File: config.mk
export PLATFORM = sky130hd
export DESIGN_NAME = hazard_controller
export DESIGN_NICKNAME = d
export VERILOG_FILES = /design/src/rtl/hazard_pkg.sv /design/src/rtl/hazard_controller_muldiv_tracker.sv /design/src/rtl/hazard_controller.sv
export SDC_FILE = /design/constraint.sdc
export NUM_CORES = 1
export LEC_CHECK = 0
export ABC_CLOCK_PERIOD_IN_PS = 2000
export BUFFER_PORTS_ARGS = -buffer_cell sky130_fd_sc_hd__buf_2
export CAP_MARGIN = 25
export CORE_ASPECT_RATIO = 0.7
export CORE_MARGIN = 10
export CORE_UTILIZATION = 28
export DETAILED_ROUTE_END_ITERATION = 8
export PLACE_DENSITY_LB_ADDON = 0.2
export SYNTH_ARGS = -nofsm -noshare
export SYNTH_HDL_FRONTEND = slang
export SYNTH_SLANG_ARGS = --single-unit
File: constraint.sdc
create_clock -name clock -period 2 [get_ports clock]
set_input_delay 0.2 -clock clock [delete_from_list [all_inputs] [get_ports clock]]
set_output_delay 0.2 -clock clock [all_outputs]
set_load 0.05 [all_outputs]
File: src/rtl/hazard_pkg.sv
// Shared types and constants for the pipeline hazard controller.
package hazard_pkg;

  localparam int REG_W = 5;
  localparam logic [REG_W-1:0] REG_ZERO = 5'd0;

  typedef enum logic [0:0] {
    ST_RUN  = 1'b0,
    ST_BUSY = 1'b1
  } md_state_e;

  // True when an enabled source operand names a real (non-$0) destination.
  function automatic logic reg_match(input logic uses,
                                     input logic [REG_W-1:0] src,
                                     input logic [REG_W-1:0] dst);
    return uses && (dst != REG_ZERO) && (dst == src);
  endfunction

endpackage

File: src/rtl/hazard_controller_muldiv_tracker.sv
// Occupancy tracker for the multi-cycle mult/div unit: RUN/BUSY FSM
// with a down-counter covering the remaining EX cycles.
module muldiv_tracker
  import hazard_pkg::*;
#(
  parameter int MULDIV_CYCLES = 32
) (
  input  logic clock,
  input  logic reset,
  input  logic accept,
  output logic busy_o
);

  localparam int CW = $clog2(MULDIV_CYCLES);
  localparam logic [CW-1:0] CNT_LOAD = CW'(MULDIV_CYCLES - 1);
  localparam logic [CW-1:0] CNT_ONE  = CW'(1);
  localparam logic [CW-1:0] CNT_ZERO = CW'(0);

  md_state_e       state_q;
  logic [CW-1:0]   cnt_q;
  logic            busy_q;

  // Reset abandons any in-flight operation at once.
  always_ff @(posedge clock) begin
    if (reset) begin
      state_q <= ST_RUN;
      cnt_q   <= CNT_ZERO;
      busy_q  <= 1'b0;
    end else begin
      case (state_q)
        ST_RUN: begin
          if (accept) begin
            state_q <= ST_BUSY;
            cnt_q   <= CNT_LOAD;
            busy_q  <= 1'b1;
          end else begin
            cnt_q   <= CNT_ZERO;
            busy_q  <= 1'b0;
          end
        end
        ST_BUSY: begin
          if (cnt_q == CNT_ONE) begin
            state_q <= ST_RUN;
            cnt_q   <= CNT_ZERO;
            busy_q  <= 1'b0;
          end else begin
            cnt_q   <= cnt_q - CNT_ONE;
            busy_q  <= 1'b1;
          end
        end
        default: begin
          state_q <= ST_RUN;
          cnt_q   <= CNT_ZERO;
          busy_q  <= 1'b0;
        end
      endcase
    end
  end

  assign busy_o = busy_q;

endmodule

File: src/rtl/hazard_controller.sv
// Pipeline hazard controller: load-use, branch-operand and HI/LO hazards
// drive the IF-stage enables/flushes and the ID/EX bubble.
module hazard_controller
  import hazard_pkg::*;
#(
  parameter int MULDIV_CYCLES = 32,
  parameter int CNT_W         = 32
) (
  input  logic             clock,
  input  logic             reset,
  input  logic [REG_W-1:0] IDRs,
  input  logic [REG_W-1:0] IDRt,
  input  logic             IDUsesRs,
  input  logic             IDUsesRt,
  input  logic             IDIsBranch,
  input  logic             IDJump,
  input  logic             IDIsMulDiv,
  input  logic             IDUsesHiLo,
  input  logic             EXMemRead,
  input  logic             EXRegWrite,
  input  logic [REG_W-1:0] EXRd,
  input  logic             MEMMemRead,
  input  logic [REG_W-1:0] MEMRd,
  output logic             IFPCWrite,
  output logic             IFIDWrite,
  output logic             IFIDFlush,
  output logic             IDEXFlush,
  output logic             MulDivBusy,
  output logic [CNT_W-1:0] StallCycles
);

  logic             ex_hit;
  logic             mem_hit;
  logic             load_use;
  logic             branch_haz;
  logic             hilo_haz;
  logic             stall;
  logic             accept;
  logic [CNT_W-1:0] stall_cnt_d;
  logic [CNT_W-1:0] stall_cnt_q;

  assign ex_hit  = reg_match(IDUsesRs, IDRs, EXRd)  || reg_match(IDUsesRt, IDRt, EXRd);
  assign mem_hit = reg_match(IDUsesRs, IDRs, MEMRd) || reg_match(IDUsesRt, IDRt, MEMRd);

  assign load_use   = EXMemRead && ex_hit;
  assign branch_haz = IDIsBranch && ((EXRegWrite && ex_hit) || (MEMMemRead && mem_hit));
  assign hilo_haz   = MulDivBusy && (IDIsMulDiv || IDUsesHiLo);
  assign stall      = load_use || branch_haz || hilo_haz;
  assign accept     = IDIsMulDiv && !stall;

  muldiv_tracker #(
    .MULDIV_CYCLES(MULDIV_CYCLES)
  ) u_muldiv (
    .clock (clock),
    .reset (reset),
    .accept(accept),
    .busy_o(MulDivBusy)
  );

  // A stall overrides any redirect; the ID instruction is retried next cycle.
  always_comb begin
    IFPCWrite = 1'b1;
    IFIDWrite = 1'b1;
    IFIDFlush = 1'b0;
    IDEXFlush = 1'b0;
    if (reset) begin
      IFPCWrite = 1'b0;
      IFIDWrite = 1'b0;
      IFIDFlush = 1'b1;
      IDEXFlush = 1'b1;
    end else if (stall) begin
      IFPCWrite = 1'b0;
      IFIDWrite = 1'b0;
      IFIDFlush = 1'b0;
      IDEXFlush = 1'b1;
    end else begin
      IFIDFlush = IDJump;
    end
  end

  // Saturating count of stalled cycles.
  always_comb begin
    stall_cnt_d = stall_cnt_q;
    if (stall && (stall_cnt_q != {CNT_W{1'b1}})) begin
      stall_cnt_d = stall_cnt_q + CNT_W'(1);
    end else begin
      stall_cnt_d = stall_cnt_q;
    end
  end

  always_ff @(posedge clock) begin
    if (reset) begin
      stall_cnt_q <= {CNT_W{1'b0}};
    end else begin
      stall_cnt_q <= stall_cnt_d;
    end
  end

  assign StallCycles = stall_cnt_q;

endmodule

==> metrics.cfg, run 1 <==
[global_routing]
gr-total-overflow = 0
grt_pass1_wl_mm = 12.04
grt.total_usage_pct = 11.27
grt_antenna_before_repair = 0
grt_pass1_vias = 2395
grt_max_degree = 30

[setup_path]
cp.arrival_ns = 1.84
cp_slowest_cell = or3_4
endpoint_kind = output pin
cpMostUsedCell = buf_8
crit_fanout = 4
criticalPathCategory = in2out
ff2ff_path_depth = 7
r2r_start = StallCycles[2]$_SDFFE_PP0P_
cp_slowest_stage_delay_ns = 0.38
required_ns = 1.80
worstPathCellList = buf_8, or3_4, o311a_4, a221oi_4, buf_12, nor2b_4, inv_2, buf_8
startpoint = MEMRd[0]
reg2reg_slack_ns = 0.08
start_kind = input port
timing.rr.end = StallCycles[21]$_SDFFE_PP0P_

[sta]
fin_skew_ns = 0.003112
slew_headroom_pct = 70.33
final_max_slew_viol_count = 0
hold_viol = 0
period_share_pct = 102.0
fmax_ghz = 0.4904
setup_ws_ns = -0.03920
fin_crit_ns = 2.039
rsz0062_at_grt = true
worst_slew_pin_slew_ns = 0.4450
setup_viol = 3
fin_hold_ws_ns = 0.3530

[pwr]
power_density_nw_per_um2 = 582.5
leakagePower_uw = 0.001473
power.clock.fraction_pct = 45.8
p_int_uw = 1583
p_sw_uw = 564.9
finalPower_uw = 2148
p_sw_share_pct = 26.30
p_comb_share_pct = 18.4
seqPwrFrac_pct = 35.7
ir_drop_mv = 0.2035

[placed_design]
place_area_sq_um = 3274
place.detailed.hpwl_mm = 5.696
place.gp.congestion = 0.8078
io_buffers = 67
post-place-ws_ns = -0.1814

[flow_run]
cap_violations = 0

[hold_path]
min_to = StallCycles[12]$_SDFFE_PP0P_
hp-class = in2reg
worstHoldPathCells = 2
hp-start = reset

[die]
fp.dieW_um = 131.5
core-area_sq_um = 8478
rows = 28
dieArea_sq_um = 12890
io_pins = 68
dieHeight_um = 98.04
start_util_pct = 28.73

[outcome]
outcome = finished with violations
violations = negative setup slack

[clock_tree]
clock_sinks = 38
ctsHoldBuffers = 0
clk_latency_ns = 0.29
clk_pin_slew_ns = 0.06
numCtsBuffers = 5
cts_tree = yes
cts_max_path_buffers = 2
h-tree-depth = 2
cts_root_buf = clkbuf_16

[route]
drt_iter0_drc = 116
wl_met1_mm = 3.674
wl_met2_mm = 3.374
drt-wirelength-per-cell_um = 14.96
top_layer = met4
dr.pass1.iters = 4
postRouteAntennaNets = 0
vias = 2421
totalWireLength_mm = 7.493
avgViaCountPerCell = 4.832
drc = 0
met3_length_um = 334

[logic_synthesis]
synth_fp_nets = 316
ys_top_cells_by_area = dfxtp_1, xnor2_1, a21oi_1, mux2_4, or4_1
ys_seq_area_share_pct = 31.23
synth_seq_cells = 38
synth_warnings = 0
synth_area_sq_um = 2436
yosys.area.top_type = dfxtp_1
yosysUniqueCellTypes = 47
synth-edff-count = 0
syn_avg_cell_area_sq_um = 8.639
synth_top_area_share_pct = 31.23
async_reset_ff_share_pct = 0
syn_inst = 282
synth_ff_type = dfxtp_1

[layout]
finalInstanceArea_sq_um = 3687
final_common_cell = buf_2
drive_gt1_share_pct = 50.39
syn2layout_area_growth_pct = 51.36
mostFrequentLayoutCells = buf_2, buf_4, a21oi_1, dfxtp_4, nand2_1
antenna-diode-count = 0
finalNetCount = 414

## state kept, by name, summed over array words and instances, names as in the netlist
register,count
u_muldiv.busy_o,1
u_muldiv.cnt_q,5
StallCycles,32
## timing repair
action / in CTS / in global routing
resized for setup: 13 / 21
buffers inserted: 1 / 6
pin swaps: 3 / 11
endpoints found under the setup margin: 4 / 31
## worst max-delay path: cells and delay by family
kind,cells,cell delay (ns)
AND/OR/NAND/NOR,2,0.56
buffers and inverters,4,0.44
AO/OA/AOI/OAI,2,0.63
## worst max path at each step
stage / to / slack [ns] / cells after the start
after CTS: IDEXFlush / -0.07 / 8
after global placement: IFIDWrite / -0.16 / 7
after floorplan: IDEXFlush / -0.28 / 7
final: IDEXFlush / -0.04 / 8
after global routing: IDEXFlush / -0.07 / 8
after detailed placement: StallCycles[26]$_SDFFE_PP0P_ / -0.18 / 8
## synthesized netlist by cell type (8+ instances only)
cell	instances
dfxtp_1	38
a21oi_1	29
xnor2_1	20
nand2_1	16
or4_1	15
o31ai_1	14
nor2_1	13
nand3_1	11
nor2b_1	11
nand4_1	10
or3_1	10
mux2_4	8
o21ai_0	8
## power by group through the flow
stage / registers, uW / clock network [uW] / logic [uW]
after global routing: 771 / 1040 / 428
after global placement: 784 / 0 / 347
after floorplan: 801 / 0 / 207
after CTS: 767 / 1020 / 372
final: 768 / 985 / 396
after detailed placement: 784 / 0 / 348
## metal layers
| layer | vias up | GRT usage [%] |
|---|---|---|
| met5 | - | 0 |
| met4 | 0 | 3.922 |
| met3 | 10 | 3.582 |
| met2 | 40 | 16.47 |
| met1 | 1123 | 15.20 |
| li1 | 1248 | - |
## metrics by stage
| stage | cells | util, % | setup TNS, ns |
|---|---|---|---|
| final | 501 | 43.49 | -0.08455 |
| after global placement | 486 | 38.62 | -2.954 |
| after detailed placement | 486 | 38.62 | -3.202 |
| after floorplan | 282 | - | -0.4729 |
| after CTS | 495 | 41.56 | -0.2691 |
| after global routing | 501 | 43.49 | -0.2349 |
## final cells by class
type,instances,area [sq um]
clock buffer,8,188.9
fill,872,4791
inverter,6,22.52
multi-input combinational,219,1705
sequential,38,839.6
tap,120,150.1
timing repair buffer,110,780.7
## cells by family (layout without fill, tap and decap cells)
group | Yosys count | in the layout | share of synthesized area (%)
adders and majority gates | 3 | 3 | 1.541
and+or+nand+nor | 117 | 117 | 30.05
AOI/OAI and AO/OA | 66 | 66 | 17.21
DFF | 38 | 38 | 31.23
muxes | 10 | 10 | 5.855
xor gates and xnor gates | 23 | 23 | 8.269
buffers and inverters | 25 | 124 | 5.855
Note: power is estimated with default switching activity, not from simulation.
==> run 2: changes to the inputs <==
==> constraint.sdc (replaced) <==
create_clock -name clock -period 2 [get_ports clock]
set_input_delay 0.1 -clock clock [delete_from_list [all_inputs] [get_ports clock]]
set_output_delay 0.1 -clock clock [all_outputs]
set_load 0.05 [all_outputs]
==> run 2 against run 1 <==
Compared with the run above: largest cell class unchanged; first-iteration DRC count is 4.3% higher; highest routed layer unchanged; hold slack improved by 0.018 ns; power shrank 5.7%; flip-flop and latch count stayed put; clock-buffer cell count unchanged; largest power group unchanged; via count about the same; non-clock buffer count is 10 lower; the run now ends clean; sequential power hardly changed; die area did not move; register-to-register slack hardly changed.
==> metrics.cfg, run 2 (same netlist as run 1, synthesis figures left out) <==
[setup_path]
crit_fanout = 5  ; +1
timing.rr.end = StallCycles[22]$_SDFFE_PP0P_
criticalPathCategory = reg2reg
cp_slowest_cell = or4_1
endpoint_kind = register
ff2ff_path_depth = 6  ; -1
worstPathCellList = and4_4, and3_4, nand2_1, or3_1, or4_1, a21oi_1
reg2reg_slack_ns = 0.08  ; about the same
cp.arrival_ns = 2.13  ; +0.29 ns
r2r_start = StallCycles[8]$_SDFFE_PP0P_
required_ns = 2.21  ; +0.41 ns
start_kind = register
cp_slowest_stage_delay_ns = 0.41  ; +0.03 ns

[sta]
setup_viol = 0  ; -3
tns_ns = 0  ; +0.08455 ns
fin_skew_ns = 0.004258  ; +0.001146 ns
rsz0062_at_grt = false
fin_crit_ns = 1.920  ; -0.1189 ns
slew_headroom_pct = 49.71  ; -21 points
fmax_ghz = 0.5207  ; +6.2%
final_max_slew_viol_count = 0  ; unchanged
worst_slew_pin_slew_ns = 0.7544  ; +0.3094 ns
period_share_pct = 96.02  ; -5.9 points
hold_viol = 0  ; unchanged

[pwr]
leakagePower_uw = 0.001345  ; -8.7%
power_density_nw_per_um2 = 583.8  ; +0.22%
power.clock.fraction_pct = 43.4  ; -2.4 points
p_sw_uw = 537.2  ; -4.9%
ir_drop_mv = 0.3612  ; +77%
seqPwrFrac_pct = 38.0  ; +2.3 points
p_comb_share_pct = 18.6  ; +0.2 points
p_sw_share_pct = 26.52  ; +0.22 points
finalPower_uw = 2025  ; -5.7%
p_int_uw = 1488  ; -6.0%

[layout]
syn2layout_area_growth_pct = 42.42
final_common_cell = buf_2
antenna-diode-count = 0  ; unchanged
seqCellArea_sq_um = 839.6  ; unchanged
multi_input_area_sq_um = 1640  ; -3.8%
finalNetCount = 404  ; -2.4%
largest_reg_flops = 32  ; unchanged
final_cell_count_no_fill = 491  ; -2.0%
drive_gt1_share_pct = 46.63  ; -3.8 points
final_util_pct = 40.92  ; -2.6 points
mostFrequentLayoutCells = buf_2, buf_4, a21oi_1, xnor2_1, dfxtp_4
finalInstanceArea_sq_um = 3470  ; -5.9%
nFillCells = 875  ; +0.34%

[global_routing]
grt_pass1_wl_mm = 12.45  ; +3.4%
grt_max_degree = 38  ; +27%
grt_pass1_vias = 2418  ; +0.96%
gr-total-overflow = 0  ; unchanged
grt.total_usage_pct = 11.37  ; +0.10 points
grt_antenna_before_repair = 0  ; unchanged

[route]
dr.pass1.iters = 4  ; unchanged
drt_iter0_drc = 121  ; +4.3%
drc = 0  ; unchanged
top_layer = met4
avgViaCountPerCell = 4.927  ; +2.0%
drt-wirelength-per-cell_um = 15.15  ; +1.3%
met3_length_um = 321  ; -3.9%
wl_met2_mm = 3.297  ; -2.3%
wl_met1_mm = 3.799  ; +3.4%
postRouteAntennaNets = 0  ; unchanged
vias = 2419  ; -0.083%
totalWireLength_mm = 7.439  ; -0.72%

[placed_design]
io_buffers = 67  ; unchanged
placed_cells = 478  ; -1.6%
place.gp.congestion = 0.8426  ; +4.3%
place_area_sq_um = 3184  ; -2.8%
place.detailed.hpwl_mm = 5.608  ; -1.5%

[hold_path]
worstHoldPathCells = 4  ; +2
min_to = u_muldiv.cnt_q[4]$_SDFF_PP0_
hp-class = in2reg
hp-start = IDIsMulDiv

[die]
dieArea_sq_um = 12890  ; unchanged
fp.dieW_um = 131.5  ; unchanged
dieHeight_um = 98.04  ; unchanged
io_pins = 68  ; unchanged
core-area_sq_um = 8478  ; unchanged
start_util_pct = 28.73  ; unchanged
rows = 28  ; unchanged

[clock_tree]
cts_tree = yes
ctsHoldBuffers = 0  ; unchanged
clk_pin_slew_ns = 0.06  ; about the same
cts_max_path_buffers = 2  ; unchanged
cts_root_buf = clkbuf_16
h-tree-depth = 2  ; unchanged
clk_latency_ns = 0.28  ; about the same
clock_sinks = 38  ; unchanged
numCtsBuffers = 5  ; unchanged

[flow_run]
cap_violations = 0  ; unchanged

[outcome]
outcome = finished, final reports clean

==> run 2: changes by cell type in the layout (fill, tap and decap cells not counted), sizes merged <==
cell / before / now
bufbuf: 0 / 1
buf: 110 / 99
==> run 2: power by group through the flow <==
stage,Sequential (uW),Combinational [uW],Clock [uW]
after global placement,785,333,0
after floorplan,801,206,0
after global routing,771,410,936
after CTS,769,372,910
after detailed placement,786,337,0
final,769,377,879
==> run 2: how the worst max path moves through the flow <==
| stage | startpoint | slack, ns | endpoint | cells after the start |
|---|---|---|---|---|
| finish | StallCycles[8]$_SDFFE_PP0P_ | 0.08 | StallCycles[22]$_SDFFE_PP0P_ | 6 |
| floorplan | MEMRd[0] | -0.08 | IDEXFlush | 7 |
| global route | StallCycles[8]$_SDFFE_PP0P_ | 0.003 | StallCycles[28]$_SDFFE_PP0P_ | 6 |
| CTS | StallCycles[8]$_SDFFE_PP0P_ | 0.009 | StallCycles[22]$_SDFFE_PP0P_ | 6 |
| global placement | MEMRd[0] | -0.06 | IFIDWrite | 7 |
| detailed placement | MEMRd[0] | -0.1 | IFIDWrite | 7 |
==> run 2: final cells by class <==
| cell class | count | share of cell area, % |
|---|---|---|
| Multi-Input combinational cell | 219 | 47.28 |
| Sequential cell | 38 | 24.20 |
| Timing Repair Buffer | 100 | 18.75 |
| Clock buffer | 8 | 4.796 |
| Tap cell | 120 | 4.327 |
| Inverter | 6 | 0.6491 |
==> run 2: per-stage QoR <==
step | hold WS (ns) | worst slack, ns
finish | 0.3707 | 0.07967
global route | 0.4068 | 0.003096
CTS | 0.3627 | 0.008531
detailed placement | 0.4785 | -0.09526
global placement | 0.4659 | -0.05875
floorplan | 0.4163 | -0.07860
==> run 2: critical path: cells and delay by family, from the launching register on <==
family | cells | cell delay [ns]
compound gates | 1 | 0.13
flops | 1 | 0.37
simple gates | 5 | 1.34
==> run 2: metal layers <==
metal	global-route usage, %	vias up
met5	0	-
met2	17.17	33
met1	15.33	1145
met4	2.643	0
li1	-	1239
met3	3.685	2
==> run 2: timing repair <==
item                                    in CTS  in global routing
buffers inserted                             3                  1
endpoints found under the setup margin       4                 19
cloned                                       1                  0
gates resized for setup                      2                 13
pin swaps                                    0                  5
==> run 3: changes to the inputs <==
CORE_MARGIN = 2   (was 10)
==> run 3 against run 2 <==
Compared with the run above: first-iteration DRC count up 20%; critical path depth unchanged; setup slack worse by 0.0024 ns.
==> metrics.cfg, run 3 (same netlist as run 1, synthesis figures left out) <==
[outcome]
outcome = finished, final reports clean

[sta]
fin_crit_ns = 1.923  ; +0.002440 ns
hold_viol = 0  ; unchanged
period_share_pct = 96.14  ; +0.12 points
worst_slew_pin_slew_ns = 0.3301  ; -0.4243 ns
fmax_ghz = 0.5201  ; -0.13%
tns_ns = 0  ; unchanged
setup_ws_ns = 0.07723  ; -0.002440 ns
setup_viol = 0  ; unchanged
rsz0062_at_grt = false
slew_headroom_pct = 78.00  ; +28 points
final_max_slew_viol_count = 0  ; unchanged
fin_skew_ns = 0.007737  ; +0.003479 ns

[global_routing]
use_met3_pct = 4.059  ; +0.37 points
grt_max_degree = 49  ; +29%
use_met2_pct = 21.29  ; +4.1 points
grt_pass1_wl_mm = 10.92  ; -12%
grt_pass1_vias = 2164  ; -11%
grt.total_usage_pct = 14.69  ; +3.3 points
gr-total-overflow = 0  ; unchanged
use_met1_pct = 21.43  ; +6.1 points
grt_antenna_before_repair = 0  ; unchanged
gr-max-usage-layer = met1

[layout]
syn2layout_area_growth_pct = 42.37  ; about the same
mostFrequentLayoutCells = buf_2, a21oi_1, buf_4, xnor2_1, dfxtp_4
drive_gt1_share_pct = 44.05  ; -2.6 points
largest_reg_flops = 32  ; unchanged
nFillCells = 858  ; -1.9%
finalNetCount = 403  ; -0.25%
final_common_cell = buf_2
antenna-diode-count = 0  ; unchanged
final_cell_count_no_fill = 490  ; -0.20%

[clock_tree]
clk_pin_slew_ns = 0.06  ; about the same
ctsHoldBuffers = 0  ; unchanged
clk_latency_ns = 0.28  ; about the same
cts_root_buf = clkbuf_16
clock_sinks = 38  ; unchanged
h-tree-depth = 2  ; unchanged
cts_max_path_buffers = 2  ; unchanged
numCtsBuffers = 5  ; unchanged
cts_tree = yes

[setup_path]
cp_slowest_stage_delay_ns = 0.41  ; about the same
criticalPathCategory = reg2reg
endpoint_kind = register
crit_fanout = 4  ; -1
required_ns = 2.22  ; about the same
worstPathCellList = and4_4, and3_2, nand2_1, or3_1, or4_1, a21oi_1
cp.arrival_ns = 2.14  ; about the same
cpLargestDelayFamily = simple AND/OR/NAND/NOR gates
start_kind = register
cp_slowest_cell = or4_1
critPathBufInv = 0  ; unchanged

[pwr]
ir_drop_mv = 0.2947  ; -18%
power.clock.fraction_pct = 42.6  ; -0.8 points
p_int_uw = 1472  ; -1.1%
p_sw_share_pct = 26.78  ; +0.26 points
seqPwrFrac_pct = 38.3  ; +0.3 points
p_sw_uw = 538.3  ; +0.20%
power_density_nw_per_um2 = 579.5  ; -0.73%
p_comb_share_pct = 19.2  ; +0.6 points
leakagePower_uw = 0.001352  ; +0.49%

[die]
dieArea_sq_um = 9474  ; -27%
start_util_pct = 28.85  ; +0.12 points
dieHeight_um = 82.04  ; -16%
fp.dieW_um = 115.5  ; -12%
rows = 28  ; unchanged
core-area_sq_um = 8443  ; -0.41%
io_pins = 68  ; unchanged

[placed_design]
place.gp.congestion = 0.8283  ; -1.7%
place.detailed.hpwl_mm = 4.848  ; -14%
placed_cells = 477  ; -0.21%
post-place-ws_ns = -0.04762  ; +0.04764 ns
io_buffers = 67  ; unchanged

[route]
totalWireLength_mm = 6.841  ; -8.0%
dr.pass1.iters = 4  ; unchanged
avgViaCountPerCell = 4.896  ; -0.62%
vias = 2399  ; -0.83%
drc = 0  ; unchanged
drt-wirelength-per-cell_um = 13.96  ; -7.9%
drt_iter0_drc = 145  ; +20%
postRouteAntennaNets = 0  ; unchanged

[flow_run]
cap_violations = 0  ; unchanged

[hold_path]
hp-class = in2reg

run 3: cell types whose count changed in the layout (fill, tap and decap cells not counted), sizes merged:
cell and delta:
buf -3, clkbuf +2
run 3: final timing paths:
| path | startpoint | endpoint | slack (ns) | depth (start not counted) |
|---|---|---|---|---|
| max | StallCycles[9]$_SDFFE_PP0P_ | StallCycles[22]$_SDFFE_PP0P_ | 0.08 | 6 |
| min reg2reg | StallCycles[22]$_SDFFE_PP0P_ | StallCycles[22]$_SDFFE_PP0P_ | 0.48 | 2 |
| min | reset | StallCycles[22]$_SDFFE_PP0P_ | 0.26 | 3 |
| max reg2reg | StallCycles[9]$_SDFFE_PP0P_ | StallCycles[22]$_SDFFE_PP0P_ | 0.08 | 6 |
run 3: stage by stage:
step	hold slack, ns	total power [uW]	area [sq um]	util, %
global placement	0.4650	1117	3202	37.92
detailed placement	0.4704	1118	3202	37.92
CTS	0.2593	2009	3400	40.26
global route	0.2858	2102	3468	41.08
finish	0.2606	2010	3468	41.08
floorplan	0.4163	1007	2580	-
run 3: power groups by stage:
stage	clock (uW)	sequential, uW	combinational (uW)
5_1_grt	912	771	419
6_report	856	769	385
2_1_floorplan	0	801	206
3_3_place_gp	0	785	333
4_1_cts	881	768	360
3_5_place_dp	0	785	333
run 3: repair_timing:
action	CTS	global route
gates resized for setup	0	6
pin swaps	1	0
cloned	1	0
endpoints found under the setup margin	3	6
buffers inserted	1	3
run 3: worst reg2reg max path: cells and delay by family, from the launching register on:
kind               cells  cell delay, ns
and+or+nand+nor        5            1.36
AOI/OAI and AO/OA      1            0.14
DFF                    1            0.35
run 3: final cells by class:
| cell class | count | area (sq um) | share of cell area (%) |
|---|---|---|---|
| multi-input combinational | 219 | 1605 | 46.28 |
| sequential | 38 | 839.6 | 24.21 |
| timing repair buffer | 99 | 693.2 | 19.99 |
| clock buffer | 8 | 157.7 | 4.545 |
| tap | 120 | 150.1 | 4.329 |
| inverter | 6 | 22.52 | 0.6493 |
run 3: per-layer routing:
| metal | routed length (um) | up-vias |
|---|---|---|
| li1 | - | 1232 |
| met1 | 3695 | 1108 |
| met2 | 2800 | 51 |
| met3 | 302 | 8 |
| met4 | 42 | 0 |
| met5 | 0 | - |
